`src/rtl/wb_reg_writer.sv`:
```
// Write-back stage: in-order result FIFO feeding the register-file write port.
// Optional result forwarding lookup is built when WB_FWD_EN is defined.
module wb_reg_writer #(
    parameter int DEPTH = 4
) (
    input  logic        clk,
    input  logic        rst,
    input  logic        ex_valid,
    output logic        ex_ready,
    input  logic [4:0]  ex_rd,
    input  logic [31:0] ex_data,
    input  logic        mem_valid,
    output logic        mem_ready,
    input  logic [4:0]  mem_rd,
    input  logic [31:0] mem_data,
    output logic [4:0]  reg_write,
    output logic [31:0] data_write,
`ifdef WB_FWD_EN
    input  logic [4:0]  fwd_rs1,
    input  logic [4:0]  fwd_rs2,
    output logic        fwd_hit1,
    output logic        fwd_hit2,
    output logic [31:0] fwd_data1,
    output logic [31:0] fwd_data2,
`endif
    output logic [2:0]  wb_count
);

    localparam int AW = $clog2(DEPTH);
    localparam logic [2:0] DEPTH_C  = 3'(DEPTH);
    localparam logic [2:0] DEPTH_M1 = 3'(DEPTH - 1);

    typedef struct packed {
        logic [4:0]  rd;
        logic [31:0] data;
    } entry_t;

    entry_t          fifo_q [DEPTH];
    logic [AW-1:0]   wptr_q, wptr_d;
    logic [AW-1:0]   rptr_q, rptr_d;
    logic [AW-1:0]   ex_slot;
    logic [2:0]      cnt_q, cnt_d;
    logic [4:0]      rd_q, rd_d;
    logic [31:0]     data_q, data_d;
    logic            mem_push, ex_push, pop;

    // Ready is a function of the registered count only, so both sources
    // always fit in the same cycle regardless of the pop.
    assign mem_ready = (cnt_q < DEPTH_C);
    assign ex_ready  = (cnt_q < DEPTH_M1);

    always_comb begin
        mem_push = mem_valid && mem_ready && (mem_rd != 5'd0);
        ex_push  = ex_valid && ex_ready && (ex_rd != 5'd0);
        pop      = (cnt_q != 3'd0);
        ex_slot  = mem_push ? wptr_q + AW'(1) : wptr_q;
        wptr_d   = wptr_q + AW'(mem_push) + AW'(ex_push);
        rptr_d   = pop ? rptr_q + AW'(1) : rptr_q;
        cnt_d    = cnt_q + 3'(mem_push) + 3'(ex_push) - 3'(pop);
        rd_d     = 5'd0;
        data_d   = 32'd0;
        if (pop) begin
            rd_d   = fifo_q[rptr_q].rd;
            data_d = fifo_q[rptr_q].data;
        end
    end

    always_ff @(posedge clk) begin
        if (rst) begin
            wptr_q <= '0;
            rptr_q <= '0;
            cnt_q  <= 3'd0;
            rd_q   <= 5'd0;
            data_q <= 32'd0;
        end else begin
            wptr_q <= wptr_d;
            rptr_q <= rptr_d;
            cnt_q  <= cnt_d;
            rd_q   <= rd_d;
            data_q <= data_d;
        end
    end

    // Storage needs no reset: validity is tracked by the pointers and count.
    always_ff @(posedge clk) begin
        if (mem_push)
            fifo_q[wptr_q] <= '{rd: mem_rd, data: mem_data};
        if (ex_push)
            fifo_q[ex_slot] <= '{rd: ex_rd, data: ex_data};
    end

    assign reg_write  = rd_q;
    assign data_write = data_q;
    assign wb_count   = cnt_q;

`ifdef WB_FWD_EN
    // Scan oldest to youngest so the youngest match overrides.
    function automatic logic [32:0] fwd_lookup(input logic [4:0] rs);
        logic [32:0]   res;
        logic [AW-1:0] idx;
        res = 33'd0;
        if (rs != 5'd0) begin
            if (rd_q == rs)
                res = {1'b1, data_q};
            for (int i = 0; i < DEPTH; i++) begin
                idx = rptr_q + AW'(i);
                if ((3'(i) < cnt_q) && (fifo_q[idx].rd == rs))
                    res = {1'b1, fifo_q[idx].data};
            end
        end
        return res;
    endfunction

    always_comb begin
        {fwd_hit1, fwd_data1} = fwd_lookup(fwd_rs1);
        {fwd_hit2, fwd_data2} = fwd_lookup(fwd_rs2);
    end
`endif

endmodule

```
`config.mk`:
```
export PLATFORM = sky130hd
export DESIGN_NAME = wb_reg_writer
export DESIGN_NICKNAME = d
export VERILOG_FILES = /design/src/rtl/wb_reg_writer.sv
export SDC_FILE = /design/constraint.sdc
export NUM_CORES = 1
export LEC_CHECK = 0
export ABC_CLOCK_PERIOD_IN_PS = 5800
export CAP_MARGIN = 20
export CORE_MARGIN = 3
export CORE_UTILIZATION = 50
export CTS_BUF_LIST = sky130_fd_sc_hd__clkbuf_8
export CTS_CLUSTER_DIAMETER = 80
export DETAILED_ROUTE_END_ITERATION = 7
export PLACE_DENSITY = 0.83
export SYNTH_ARGS = -nofsm -noshare
export SYNTH_HDL_FRONTEND = slang
export SYNTH_SLANG_ARGS = --single-unit
```
`constraint.sdc`:
```
create_clock -name clk -period 5.8 [get_ports clk]
set_input_delay 0.58 -clock clk [delete_from_list [all_inputs] [get_ports clk]]
set_output_delay 0.58 -clock clk [all_outputs]
set_load 0.01 [all_outputs]
```
# Yosys cells after proc, flatten, opt, wreduce, memory -nomap -nowiden
# Memory sizes are Yosys's and may differ from the RTL's. A register that Yosys moved wholly into a read port is not among the register bits.
# Cells that the tools add are included.
word_totals:
  ff_bits: 7
  mem_bits_rw: 148
  output_inout_bits: 42
  n_memories: 1
memory_table:
  columns: ["name", "words", "word_bits", "read_ports", "rd_clocked_by_memory_dff", "write_ports", "line_no", "rtl"]
  rows:
  - ["fifo_q", 4, 37, 1, 1, 2, "38", "entry_t fifo_q [DEPTH];"]
classes:
  n_addsub: 7
  magnitude_cmp: 2
  n_mux: 5
  bitwise_logic: 1
  reduce_logical: 8
op_table:
  columns: ["op", "n"]
  rows:
  - ["nonzero test 5 bit", 2]
  - ["adder 3 x 1 -> 3 bit", 2]
  - ["adder 2 x 1 -> 2 bit", 2]
  - ["adder 2 x 1 -> 2 bit (second input constant)", 2]
  - ["logical AND 1 bit", 4]
  - ["two-way mux 1 bit", 4]
  - ["less-than comparator 3 x 2 -> 1 bit (second input constant)", 1]
  - ["less-than comparator 3 bit (second input constant)", 1]
  - ["nonzero test 3 bit", 1]
  - ["subtractor 3 x 1 -> 3 bit", 1]
  - ["two-way mux 2 bit", 1]
  - ["OR reduction 2 bit", 1]
  - ["NOT 1 bit", 1]

# Longest topological paths before layout
depth:
  word_depth: 6
  ltp_mapped: 11
  mapped_depth_nobuf: 10

# Worst setup path after synthesis
# Ideal clock, no wire load.
synth_timing:
  path_kind: "register to register"
  start: "reg cnt_q[2], in the netlist wb_count[2]"
  end: "mem fifo_q[2][0] (netlist name) (enable)"
  setup_time_ns: 0.483
  arrival_ns: 4.053
  slack_ns: 1.265
  stages_incl_launch_ff: 8
  n_path_buf: 1
  period_less_slack_ns: 4.535
  cell_sequence: "dfxtp_1 inv_1 ha_1 a21oi_1 o211a_1 buf_2 a31oi_1 o21ai_0"
synth_rtl:
  columns: ["item", "line_no", "rtl"]
  rows:
  - ["start: declaration", "42", "logic [2:0] cnt_q, cnt_d;"]
  - ["start signal: assignment", "78", "cnt_q <= cnt_d;"]
  - ["end: declaration", "38", null]

==> results.yml <==
status:
  status: "completed"
cells_and_area:
  final_nets: 701
  final_core_util_pct: 62.6
  fillCellCount: 1198
  drive_gt1_share_pct: 23.9
  layout.cells.most_common: "edfxtp_1"
  area_growth_pct: 21.4
  insertedDiodeCount: 0
  final_cell_mix: "edfxtp_1 (148), clkdlybuf4s50_1 (119), mux2_1 (89)"
cts:
  clk_path_buf_depth: 2
  clk_transition_reported_paths_ns: 0.09
  clock_insertion_delay_worst_skew_ns: 0.46
  clkSinkCount: 192
  hold_buffers: 0
  tritoncts: "yes"
  count_of_buffers_added_by_post_cts_timing_repair_for_setup: 0
  clock_root_buffer: "clkbuf_8"
  htree_num_levels: 4
  numCtsBuffers: 17
  post_cts_resized: 0
yosys:
  synth_area_mm2: 0.00864
  synth_top_cells_by_area: "edfxtp_1 (51%), mux2_1 (12%), dfxtp_1 (10%)"
  unique_cell_type_count_in_the_yosys_netlist: 34
  synth_enable_flop_cells: 148
  synth-seq-area-share_pct: 61.6
  cell_taking_the_most_area_after_synthesis: "edfxtp_1"
  postSynthAreaPerCell_um2: 17.4
  synth_top_area_share_pct: 51.4
  dominantRegCellSynth: "edfxtp_1"
  postSynth.asyncResetShare_pct: 0
  number_of_synthesis_warnings: 0
  synthesis.nets: 583
  synth-seq-cells: 192
  post_synth_inst_count: 496
place:
  io_buffer_count: 119
  dp_hpwl_um: 10700
  dpl_worst_slack_ns: 1.98
  gpl.final_weighted_congestion: 0.842
sta:
  slew_headroom_pct: 28.4
  finalHoldViolCount: 0
  final_worst_path_period_share_pct: 57.5
  final.hold.worst_slack_ns: 0.647
  worstMarginPinSlew_ns: 1.07
  post-route-worst-setup-slack_ns: 2.46
  maximum_clock_rate_ghz: 0.300
  rsz0062_at_grt: "no"
  report.final.setup_viol: 0
  fin_setup_tns_ns: 0
  skew_ns: 0.00996
  post-route-min-period_ns: 3.34
  timing_max_transition_violations_final: 0
detailed_routing:
  drt_first_pass_iters: 4
  avgViaCountPerCell: 5.62
  route.detailed.drc: 0
  num_vias: 4759
  first_iter_violations: 210
  ant_nets: 0
  detail_route.wirelength_um: 17700
  route.detailed.wl_per_inst_um: 20.9
global_routing:
  antenna_found_initial: 0
  grt_overflow: 0
  first_global_vias: 5113
  grt_max_degree: 40
  wire_length_of_the_first_global_routing_pass_um: 27700
  grt_usage_pct: 19.8
hold_path:
  hold_depth: 2
  whs_endpoint: "wptr_q[1]$_SDFF_PP0_"
  min_path_type: "reg -> reg"
  min-delay-start: "wptr_q[1]$_SDFF_PP0_"
power_and_ir_drop:
  power-per-cell-area_mw_per_mm2: 468
  vdd_drop_max_mv: 0.360
  fin_total_pwr_uw: 4910
  cellLeakagePower_uw: 0.00357
critical_path:
  timing.reg2reg.setup_slack_ns: 2.65
  critPathRequiredTime_ns: 6.01
  start_kind: "input pin"
  worst_path_largest_cell_delay_ns: 0.74
  crit_path_max_fanout: 22
  crit_path_cell_trace: "clkdlybuf4s50_1, or4_1, o211a_1, nand3b_1, buf_4, mux2_1"
  r2r-end: "fifo_q[3][22]$_DFFE_PP_"
  reg2reg_depth: 6
  worst_setup_end_kind: "flop"
  critical_path.reg2reg.startpoint: "wptr_q[0]$_SDFF_PP0_"
  path_class: "in -> reg"
  cp_data_arrival_time_ns: 3.55
  slowest_stage: "nand3b_1"
die:
  num_rows: 47
  ports_placed_on_the_boundary: 120
  die_height_um: 137
  die_area_mm2: 0.0189
  core_mm2: 0.0168
  initial_core_utilization_pct: 51.6
  die_width_um: 137
run:
  cap_viol_max_count: 0
[Yosys cell counts, drive strengths merged (3+ instances only)]
master,n
buf,22
clkbuf,6
dfxtp,44
edfxtp,148
fa,3
ha,6
inv,9
mux2,149
mux4,37
nand2,3
nor2,6
nor2b,39
xnor2,4
[state kept, by name, indices dropped and copies added, names as in the netlist]
name and flops:
reg_write 5, data_write 32, wptr_q 2, rptr_q 2, fifo_q 148, wb_count 3
[layout make-up]
cell class	count	area, µm²	share of cell area [%]
inverter	9	33.8	0.322
tap	220	275	2.62
sequential	192	5330	50.8
multi-input combinational	267	3180	30.3
timing repair buffer	127	1280	12.2
clock buffer	19	262	2.49
clock inverter	13	134	1.28
[cells by family (layout without fill, tap and decap cells)]
kind of cell	count (synthesis)	count (layout)	synth area share, %
multiplexers	186	186	29.5
AO/OA/AOI/OAI	8	8	0.622
XOR/XNOR	5	5	0.594
flip-flops	192	192	61.6
AND/OR/NAND/NOR	59	59	4.07
buffers and inverters	37	168	2.01
adder cells (fa/ha/maj)	9	9	1.56
[routing by layer]
layer	up-vias	routed length, µm	GRT usage, %
met5	-	0	0
met4	0	219	5.82
met3	20	1160	5.37
met2	162	8680	31.2
met1	2425	7690	27.1
li1	2152	-	-
[power by group]
group | internal [µW] | switching, µW | leakage, µW
combinational | 948 | 824 | 0.00163
clock | 406 | 464 | 0.000204
sequential | 2060 | 206 | 0.00173
[worst max path at each step]
| stage | to | start | slack [ns] |
|---|---|---|---|
| 2_1_floorplan | fifo_q[2][0]$_DFFE_PP_ | wb_count[2]$_SDFF_PP0_ | 1.26 |
| 3_3_place_gp | fifo_q[3][21]$_DFFE_PP_ | ex_rd[1] | 2.03 |
| 3_5_place_dp | fifo_q[3][19]$_DFFE_PP_ | ex_rd[1] | 1.98 |
| 4_1_cts | fifo_q[3][19]$_DFFE_PP_ | ex_rd[1] | 2.49 |
| 5_1_grt | fifo_q[3][19]$_DFFE_PP_ | mem_rd[0] | 2.35 |
| 6_report | fifo_q[3][22]$_DFFE_PP_ | ex_rd[1] | 2.46 |
[through the flow]
| stage | instances | instance area [µm²] |
|---|---|---|
| floorplan | 496 | 8640 |
| global placement | 813 | 10100 |
| detailed placement | 813 | 10100 |
| CTS | 845 | 10400 |
| global route | 847 | 10500 |
| finish | 847 | 10500 |
[critical path: cells and delay by family]
family	cells	cell delay, ns
AOI/OAI and AO/OA	1	0.35
buffers and inverters	2	0.95
muxes	1	0.37
and+or+nand+nor	2	1.28
(Power assumes the default switching activity.)
